<file path="src/rtl/wb_arbiter.sv">
// Writeback arbiter: merges ALU and load results onto the single register-file
// write port. ALU results that lose arbitration wait in a small in-order FIFO,
// and a starvation counter guarantees the FIFO eventually drains under a
// continuous stream of loads. Pending destination registers are reported to
// decode so it can stall on a source that has not been written yet.
module wb_arbiter #(
    parameter int BIT_WIDTH    = 32,
    parameter int REG_WIDTH    = 4,
    parameter int DEPTH        = 4,
    parameter int STARVE_LIMIT = 4
) (
    input  logic                 clk,
    input  logic                 reset,
    input  logic                 alu_valid,
    output logic                 alu_ready,
    input  logic [REG_WIDTH-1:0] alu_dr,
    input  logic [BIT_WIDTH-1:0] alu_data,
    input  logic                 mem_valid,
    output logic                 mem_ready,
    input  logic [REG_WIDTH-1:0] mem_dr,
    input  logic [BIT_WIDTH-1:0] mem_data,
    input  logic [REG_WIDTH-1:0] sr1,
    input  logic [REG_WIDTH-1:0] sr2,
    output logic                 sr1_pend,
    output logic                 sr2_pend,
    output logic                 wrtEn,
    output logic [REG_WIDTH-1:0] dr,
    output logic [BIT_WIDTH-1:0] dIn
);

    localparam int PW = $clog2(DEPTH);
    localparam int CW = PW + 1;
    localparam int SW = $clog2(STARVE_LIMIT + 1);

    // FIFO storage; entries carry no reset, validity comes from count/rd_ptr
    logic [REG_WIDTH-1:0] dr_mem   [DEPTH];
    logic [BIT_WIDTH-1:0] data_mem [DEPTH];

    logic [PW-1:0] rd_ptr;
    logic [PW-1:0] wr_ptr;
    logic [CW-1:0] count;
    logic [SW-1:0] starve_cnt;

    logic fifo_empty;
    logic starved;
    logic forced;
    logic mem_win;
    logic pop;
    logic cut;
    logic push;

    // Arbitration: forced pop > load > FIFO head > ALU cut-through > idle
    assign fifo_empty = (count == '0);
    assign starved    = (starve_cnt == SW'(STARVE_LIMIT));
    assign forced     = starved && !fifo_empty;
    assign mem_ready  = !starved;
    assign alu_ready  = (count < CW'(DEPTH));
    assign mem_win    = mem_valid && mem_ready && !forced;
    assign pop        = forced || (!mem_win && !fifo_empty);
    assign cut        = !mem_win && fifo_empty && alu_valid;
    assign push       = alu_valid && alu_ready && !cut;

    // Per-entry occupancy and destination match for the hazard outputs
    logic [DEPTH-1:0] entry_valid;
    logic [DEPTH-1:0] match1;
    logic [DEPTH-1:0] match2;

    generate
        for (genvar gi = 0; gi < DEPTH; gi++) begin : g_entry
            logic [PW-1:0] offset;
            assign offset          = PW'(gi) - rd_ptr;
            assign entry_valid[gi] = ({1'b0, offset} < count);
            assign match1[gi]      = entry_valid[gi] && (dr_mem[gi] == sr1);
            assign match2[gi]      = entry_valid[gi] && (dr_mem[gi] == sr2);
        end
    endgenerate

    assign sr1_pend = (wrtEn && (dr == sr1)) || (|match1);
    assign sr2_pend = (wrtEn && (dr == sr2)) || (|match2);

    // FIFO payload write on push
    always_ff @(posedge clk) begin
        if (push) begin
            dr_mem[wr_ptr]   <= alu_dr;
            data_mem[wr_ptr] <= alu_data;
        end
    end

    // FIFO pointers and occupancy; simultaneous push and pop keeps count
    always_ff @(posedge clk or posedge reset) begin
        if (reset) begin
            rd_ptr <= '0;
            wr_ptr <= '0;
            count  <= '0;
        end else begin
            if (push) wr_ptr <= wr_ptr + PW'(1);
            if (pop)  rd_ptr <= rd_ptr + PW'(1);
            if (push && !pop)
                count <= count + CW'(1);
            else if (pop && !push)
                count <= count - CW'(1);
        end
    end

    // Starvation counter: counts load wins while ALU entries wait
    always_ff @(posedge clk or posedge reset) begin
        if (reset) begin
            starve_cnt <= '0;
        end else if (pop || fifo_empty) begin
            starve_cnt <= '0;
        end else if (mem_win && !starved) begin
            starve_cnt <= starve_cnt + SW'(1);
        end
    end

    // Registered write port; dr/dIn hold their last value when idle
    always_ff @(posedge clk or posedge reset) begin
        if (reset) begin
            wrtEn <= 1'b0;
            dr    <= '0;
            dIn   <= '0;
        end else if (pop) begin
            wrtEn <= 1'b1;
            dr    <= dr_mem[rd_ptr];
            dIn   <= data_mem[rd_ptr];
        end else if (mem_win) begin
            wrtEn <= 1'b1;
            dr    <= mem_dr;
            dIn   <= mem_data;
        end else if (cut) begin
            wrtEn <= 1'b1;
            dr    <= alu_dr;
            dIn   <= alu_data;
        end else begin
            wrtEn <= 1'b0;
        end
    end

endmodule

</file>
<file path="config.mk">
export PLATFORM = sky130hd
export DESIGN_NAME = wb_arbiter
export DESIGN_NICKNAME = d
export VERILOG_FILES = /design/src/rtl/wb_arbiter.sv
export SDC_FILE = /design/constraint.sdc
export NUM_CORES = 1
export LEC_CHECK = 0
export ABC_AREA = 1
export CAP_MARGIN = 20
export CORE_ASPECT_RATIO = 0.5
export CORE_MARGIN = 1.5
export CORE_UTILIZATION = 50
export DETAILED_ROUTE_END_ITERATION = 10
export PLACE_DENSITY = 0.75
export SYNTH_ARGS = -nofsm -noshare
export SYNTH_HDL_FRONTEND = slang
export SYNTH_SLANG_ARGS = --single-unit
</file>
<file path="constraint.sdc">
create_clock -name clk -period 6.25 [get_ports clk]
set_input_delay 0.625 -clock clk [delete_from_list [all_inputs] [get_ports clk]]
set_output_delay 0.625 -clock clk [all_outputs]
set_load 0.005 [all_outputs]
</file>
==> flow_summary.toml, run 1 <==
[status]
status = "completed"

[worst_hold_path]
worstHoldPathType = "register to register"

[critical_path]
critical_path.top_delay_family = "flip-flops"
path_max_fanout = 43
crit_arrival_ns = 3.40
critPathBufInv = 3
worstSetupPathType = "register to output port"
crit_top_cell = "nand2_1"
cp.required_ns = 5.62
slowest_stage = "dfrtp_2"
path_cells = "inv_1, nand2_1, nand2_1, ha_1, inv_1, nor2_1, a21boi_0, nand3_1, nand2_1, nor2_1, nand2_1, clkdlybuf4s50_1"
cp-start-kind = "register"
max_stage_delay_ns = 0.96
end_kind = "output port"

[die]
core_area_sq_um = 17400
die_area_sq_um = 18800
start_util_pct = 51.3
die_h_um = 97.6
die_width_um = 192
rows = 34
ios = 125

[grt]
antenna_found_initial = 0
gr-usage-all-layers_pct = 23.4
grt.busiest_layer = "met2"
grt_pass1_vias = 6670
grt_overflow = 0
grt_pass1_wl_mm = 33.9
grt_max_degree = 48
grt_use_met2_pct = 38.3
grtUsageMet3_pct = 3.43
gr-usage-met1_pct = 32.1

[clock_tree]
cts_tree = "yes"
clock_latency_ns = 0.43
ctsResizeCount = 0
root_buffer = "clkbuf_16"
h-tree-depth = 4
cts_sinks = 191
clock_path_buffers = 2
cts_buffers = 17
clkTransAtPathRegs_ns = 0.08
cts_hold_buffers = 0
post_cts_buffers = 0

[sta]
fmax_ghz = 0.249
period_minus_slack_ns = 4.02
max-slew-margin-rel_pct = 39.5
fin_setup_tns_ns = 0
fin_skew_ns = 0.0186
final_hold_viol_count = 0
timing.final.crit_share_pct = 64.3
slew_viol_final = 0
tightest_slew_ns = 0.908
grt_setup_unrepaired = "false"
setup-violations-final = 0

[detailed_routing]
wl_per_cell_um = 16.4
drt_wl_total_mm = 21.3
first_iter_violations = 536
dr.pass1.iters = 5
remaining_drc_errors = 0
routed_via_density = 5.20
final_antenna_net_count = 0
routed-via-count = 6767

[final_layout]
nets = 1150
layout-drive-gt1-share_pct = 5.53
area_growth_pct = 22.5
layout_commonest_cell = "nand2_1"
fill_cells = 1408
post-route-util_pct = 62.8
layout_common_cells = "nand2_1 (370), edfxtp_1 (144), clkdlybuf4s50_1 (124), nor2_1 (81), inv_1 (62)"
antenna_cells = 0

[synthesis]
yosysTopAreaCell = "edfxtp_1"
yosys_warnings = 0
synthArstFlopShare_pct = 24.6
synth_edf_count = 144
synth_ff_type = "edfxtp_1"
seq_area_frac_synth_pct = 61.5
synth_cell_types = 30
syn_area_per_cell_sq_um = 9.46
yosysTopAreaCellShare_pct = 48.3
syn_inst = 946
synth_area_sq_um = 8950
ys_ff_latch = 191
synth_area_leaders = "edfxtp_1 (48%), nand2_1 (16%), dfrtp_1 (13%), nor2_1 (3.6%), nand3_1 (3.2%)"
syn_nets = 1042

[placement]
gp_congestion = 0.845
io_buffer_count = 124
hpwl_mm = 13.5

[power]
power.leakage_nw = 4.65
p_per_area_nw_per_um2 = 403
ir_worst_vdd_uv = 247

[run]
cap_violations = 0
## per-stage QoR
stage	power, W	worst slack (ns)	area (sq um)	hold WS [ns]	instances
after CTS	0.00442	2.25	10900	0.464	1299
after detailed placement	0.00329	2.66	10300	0.454	1267
after global routing	0.00469	1.95	11000	0.482	1301
final	0.00442	2.23	11000	0.463	1301
after floorplan	0.00272	3.18	8950	0.431	946
after global placement	0.00322	2.69	10200	0.442	1265
## where the power goes
part           internal [W]  total [W]  switching, W
clock              0.000589    0.00114      0.000551
sequential          0.00164    0.00184      0.000194
combinational      0.000599    0.00144      0.000845
## state kept, by name, summed over array words and instances (netlist names)
signal      flops
wr_ptr          2
rd_ptr          2
wrtEn           1
data_mem      128
count           3
starve_cnt      3
dIn            32
dr_mem         16
dr              4
## cell usage after synthesis (4+ instances only)
library cell and count:
ha_1 11, nor3_1 6, clkbuf_1 10, a21oi_1 25, buf_2 8, nand2_1 370, buf_4 12, inv_1 63
o21ai_1 37, o21ai_0 22, dfrtp_1 47, xor2_1 17, inv_2 4, buf_6 10, nand3_1 58, edfxtp_1 144
nor2_1 85
## per-layer routing
metal | up-vias | part of all wire [%]
li1 | 3282 | -
met1 | 3214 | 46
met2 | 243 | 47
met3 | 28 | 5.3
met4 | 0 | 1.6
met5 | - | 0
## area by class of cell
cell class              count  area [sq um]  share of cell area [%]
inverters                  69           267                    2.43
repair buffers            129          1330                    12.1
clock buffers              17           425                    3.88
multi-input cells         646          2930                    26.8
clock inverters            15           211                    1.93
well taps                 234           293                    2.67
flip-flops and latches    191          5500                    50.2
## logic make-up after synthesis
logic type	share of synthesized area [%]
XOR/XNOR	1.86
adder cells (fa/ha/maj)	1.76
AO/OA/AOI/OAI	4.87
buffers and inverters	6.11
flip-flops	61.5
AND/OR/NAND/NOR	23.9
## worst paths after layout
path,from,end,slack [ns],cells past startpoint
worst max-delay path,rd_ptr[0],sr2_pend,2.23,12
worst min-delay path,starve_cnt[0],starve_cnt[0],0.46,1
worst max register to register,starve_cnt[0],count[2],3.14,13
worst min register to register,starve_cnt[0],starve_cnt[0],0.46,1
max in group asynchronous,reset,rd_ptr[0],5.02,3
min in group asynchronous,reset,dIn[9],0.70,3
No activity file was read; power rests on OpenSTA's default activity.
==> run 2: changes to the inputs <==
- clock period: 6.25 -> 4.02 ns (I/O delays scaled with it)
==> flow_summary.toml, run 2 (synthesized netlist as in run 1, its figures left out) <==
[status]
status = "completed"

[placement]
hpwl_mm = 14.0
gp_congestion = 0.881
dp_worst_setup_slack_ns = 1.06
io_buffer_count = 124

[detailed_routing]
dr.pass1.iters = 5
drt_wl_total_mm = 22.0
wl_per_cell_um = 16.9
final_antenna_net_count = 0
remaining_drc_errors = 0
first_iter_violations = 564
routed_via_density = 5.25
routed-via-count = 6846

[power]
power.leakage_nw = 4.64
switching_share_pct = 36.8
p_sw_w = 0.00253
ir_worst_vdd_uv = 348
clkPwrFrac_pct = 25.6
p_comb_share_pct = 33.8
internal_power_w = 0.00435
seq_power_share_pct = 40.6
p_per_area_nw_per_um2 = 630

[final_layout]
ff_latch_area_sq_um = 5500
multiInputGateArea_sq_um = 2930
regMostFlops = "data_mem"
antenna_cells = 0
nets = 1153
layout_common_cells = "nand2_1 (370), edfxtp_1 (144), clkdlybuf4s50_1 (124), nor2_1 (81), inv_1 (62)"
reg_top3 = "data_mem: 128 flops, dIn: 32 flops, dr_mem: 16 flops"
layout-drive-gt1-share_pct = 5.79
area_growth_pct = 22.0
layout_commonest_cell = "nand2_1"
fill_cells = 1446
largest_reg_flops = 128

[critical_path]
r2r-start = "starve_cnt[0]"
path_max_fanout = 42
path_cells = "buf_4, nand2_1, nand2_1, ha_1, inv_1, nor2_1, a21boi_0, nand3_1, nand2_1, nor2_1, nand2_1, clkdlybuf4s50_1"
crit_top_cell = "nand2_1"
crit_arrival_ns = 2.88
slowest_stage = "clkdlybuf4s50_1"
cp-start-kind = "register"
end_kind = "output port"
critPathBufInv = 3
max_stage_delay_ns = 0.50
cp.required_ns = 3.62
startpoint = "rd_ptr[0]"
worstSetupPathType = "register to output port"
critical_path.top_delay_family = "buffers and inverters"

[sta]
timing.final.crit_share_pct = 81.6
final.setup.worst_slack_ns = 0.740
slew_viol_final = 0
fin_setup_tns_ns = 0
grt_setup_unrepaired = "false"
tightest_slew_ns = 0.941
final_hold_viol_count = 0
period_minus_slack_ns = 3.28
max-slew-margin-rel_pct = 37.2
fin_skew_ns = 0.0134
setup-violations-final = 0
fmax_ghz = 0.305

[worst_hold_path]
worstHoldPathType = "input port to asynchronous set/reset pin"

[die]
start_util_pct = 51.3
die_h_um = 97.6
die_width_um = 192
core_area_sq_um = 17400
rows = 34
die_area_sq_um = 18800
ios = 125

[clock_tree]
h-tree-depth = 4
ctsResizeCount = 0
cts_sinks = 191
cts_buffers = 17
clock_path_buffers = 2
post_cts_buffers = 0
clkTransAtPathRegs_ns = 0.09
clock_latency_ns = 0.44
root_buffer = "clkbuf_16"
cts_hold_buffers = 0
cts_tree = "yes"

[grt]
grt_pass1_wl_mm = 35.2
grt_pass1_vias = 6862
antenna_found_initial = 0
grt_max_degree = 43
grt_overflow = 0
gr-usage-all-layers_pct = 24.6

[run]
cap_violations = 0
run 2: power groups by stage:
| stage | registers, W | clock network, W | logic, W |
|---|---|---|---|
| global placement | 0.00281 | 0 | 0.00224 |
| floorplan | 0.00280 | 0 | 0.00142 |
| finish | 0.00279 | 0.00176 | 0.00233 |
| global route | 0.00284 | 0.00185 | 0.00261 |
| detailed placement | 0.00283 | 0 | 0.00231 |
| CTS | 0.00279 | 0.00177 | 0.00233 |
run 2: path summary, 6_finish.rpt:
check,cells past startpoint,end,slack (ns)
max in group asynchronous,3,rd_ptr[0],2.84
max reg2reg,13,count[2],1.25
min in group clk,1,starve_cnt[0],0.48
min,2,dIn[9],0.39
min reg2reg,1,starve_cnt[0],0.48
max,12,sr1_pend,0.74
run 2: final cells by class:
type | count | share of cell area, %
flip-flops and latches | 191 | 50.4
multi-input cells | 646 | 26.9
repair buffers | 132 | 11.9
clock buffers | 17 | 3.90
well taps | 234 | 2.68
inverters | 69 | 2.44
clock inverters | 15 | 1.82
run 2: stage by stage:
stage,area (sq um),cells,total power [W],hold WS (ns),utilization [%]
4_1_cts,10900,1304,0.00689,0.420,62.6
5_1_grt,10900,1304,0.00730,0.446,62.6
3_5_place_dp,10300,1272,0.00513,0.469,59.0
3_3_place_gp,10300,1272,0.00505,0.442,59.0
6_report,10900,1304,0.00688,0.392,62.6
2_1_floorplan,8950,946,0.00422,0.431,-
run 2: routing by layer:
layer  share of wire, %  routed length (um)  track usage [%]  vias up
met2                 47               10500             40.4      253
met4                1.6                 361             7.81        0
li1                   -                   -                -     3290
met5                  0                   0                0        -
met3                6.5                1430             4.55       32
met1                 44                9780             33.2     3271
==> run 3: changes to the inputs <==
- PLACE_DENSITY: 0.75 -> 0.78
- clock period: 4.02 -> 2.99 ns (I/O delays scaled with it)
==> flow_summary.toml, run 3 (synthesized netlist as in run 1, its figures left out) <==
[status]
status = "completed"

[power]
ir_worst_vdd_uv = 575
fin_total_pwr_w = 0.00945
internal_power_w = 0.00613
seq_power_share_pct = 39.8
switching_share_pct = 35.2
clkPwrFrac_pct = 25.4
p_per_area_nw_per_um2 = 854
power.leakage_nw = 4.71
p_sw_w = 0.00333
p_comb_share_pct = 34.8

[placement]
dpl_cell_area_sq_um = 10400
gp_congestion = 0.902
io_buffer_count = 124
dp_cells = 1282
hpwl_mm = 14.4

[sta]
tightest_slew_ns = 0.686
final_hold_viol_count = 0
grt_setup_unrepaired = "false"
max-slew-margin-rel_pct = 54.3
fmax_ghz = 0.351
slew_viol_final = 0
period_minus_slack_ns = 2.85
fin_setup_tns_ns = 0
timing.final.crit_share_pct = 95.2
holdWs_ns = 0.211
setup-violations-final = 0
fin_skew_ns = 0.0148

[critical_path]
max_stage_delay_ns = 0.51
path_cells = "inv_2, nand2_1, nand2_1, inv_1, ha_1, a21oi_1, nor2_1, nor2_1, nor2_1, nand2_1, clkdlybuf4s50_1"
end_kind = "output port"
slowest_stage = "clkdlybuf4s50_1"
worstSetupPathType = "register to output port"
ff2ff_path_depth = 13
rrSetupSlack_ns = 0.65
path_max_fanout = 6
cp-start-kind = "register"
r2r-end = "count[2]"
critPathBufInv = 3
r2r-start = "starve_cnt[0]"
cp.required_ns = 2.69
critical_path.top_delay_family = "buffers and inverters"
crit_arrival_ns = 2.55

[grt]
gr-usage-all-layers_pct = 25.0
grt_max_degree = 39
grt_pass1_wl_mm = 35.5
grt_pass1_vias = 7023
grt_overflow = 0
antenna_found_initial = 1

[detailed_routing]
remaining_drc_errors = 0
routed_via_density = 5.27
dr.pass1.iters = 5
final_antenna_net_count = 0
first_iter_violations = 495
wl_per_cell_um = 17.1
routed-via-count = 6928
drt_wl_total_mm = 22.5

[clock_tree]
post_cts_buffers = 0
clkTransAtPathRegs_ns = 0.08
clock_latency_ns = 0.44
cts_tree = "yes"
cts_hold_buffers = 0
root_buffer = "clkbuf_16"
ctsResizeCount = 0
cts_buffers = 17
cts_sinks = 191
h-tree-depth = 4
clock_path_buffers = 2

[final_layout]
layout_commonest_cell = "nand2_1"
antenna_cells = 0
regMostFlops = "data_mem"
largest_reg_flops = 128
nets = 1163
layout_common_cells = "nand2_1 (370), edfxtp_1 (144), clkdlybuf4s50_1 (124), nor2_1 (81), inv_1 (61)"
area_growth_pct = 23.6
fin_cells = 1314
stdcell_area_sq_um = 11100
reg_top3 = "data_mem: 128 flops, dIn: 32 flops, dr_mem: 16 flops"
layout-drive-gt1-share_pct = 6.76

[die]
die_h_um = 97.6
start_util_pct = 51.3
die_area_sq_um = 18800
ios = 125
rows = 34
die_width_um = 192
core_area_sq_um = 17400

[run]
cap_violations = 0

[worst_hold_path]
worstHoldPathType = "input port to asynchronous set/reset pin"
## run 3: cell types whose count changed in the layout (fill, tap and decap cells not counted), sizes merged
cell      before  now
clkbuf        17   18
bufinv         0    3
buf            8   18
inv           78   73
clkinvlp       1    2
## run 3: cell type report
type	count	area (sq um)
clock buffers	18	429
clock inverters	14	199
fillers	1385	6380
inverters	69	269
multi-input cells	646	2930
flip-flops and latches	191	5500
well taps	234	293
repair buffers	142	1440
## run 3: layer usage
layer  vias up  global-route usage [%]  share of wire (%)
met4         0                    8.29                1.9
met5         -                       0                  0
met2       273                    41.8                 48
met1      3298                    33.0                 44
met3        40                    4.48                6.2
li1       3317                       -                  -
## run 3: worst max path at each step
| stage | start | endpoint | slack (ns) | cells after the start |
|---|---|---|---|---|
| floorplan | starve_cnt[0] | data_mem[0][0] | -0.08 | 7 |
| global placement | rd_ptr[1] | sr1_pend | 0.57 | 12 |
| detailed placement | rd_ptr[1] | sr1_pend | 0.50 | 12 |
| CTS | rd_ptr[1] | sr1_pend | 0.02 | 12 |
| global route | rd_ptr[0] | sr2_pend | 0.006 | 11 |
| finish | rd_ptr[0] | sr1_pend | 0.14 | 11 |
## run 3: power by group through the flow
stage	logic, W	registers [W]	clock network (W)
final	0.00329	0.00376	0.00240
after global routing	0.00363	0.00382	0.00252
after CTS	0.00329	0.00375	0.00241
after detailed placement	0.00326	0.00380	0
after global placement	0.00314	0.00377	0
after floorplan	0.00191	0.00377	0
## run 3: through the flow
| step | util, % | worst slack [ns] |
|---|---|---|
| finish | 63.4 | 0.144 |
| global placement | 59.8 | 0.568 |
| detailed placement | 59.8 | 0.504 |
| global route | 63.4 | 0.00619 |
| floorplan | - | -0.0849 |
| CTS | 63.4 | 0.0179 |
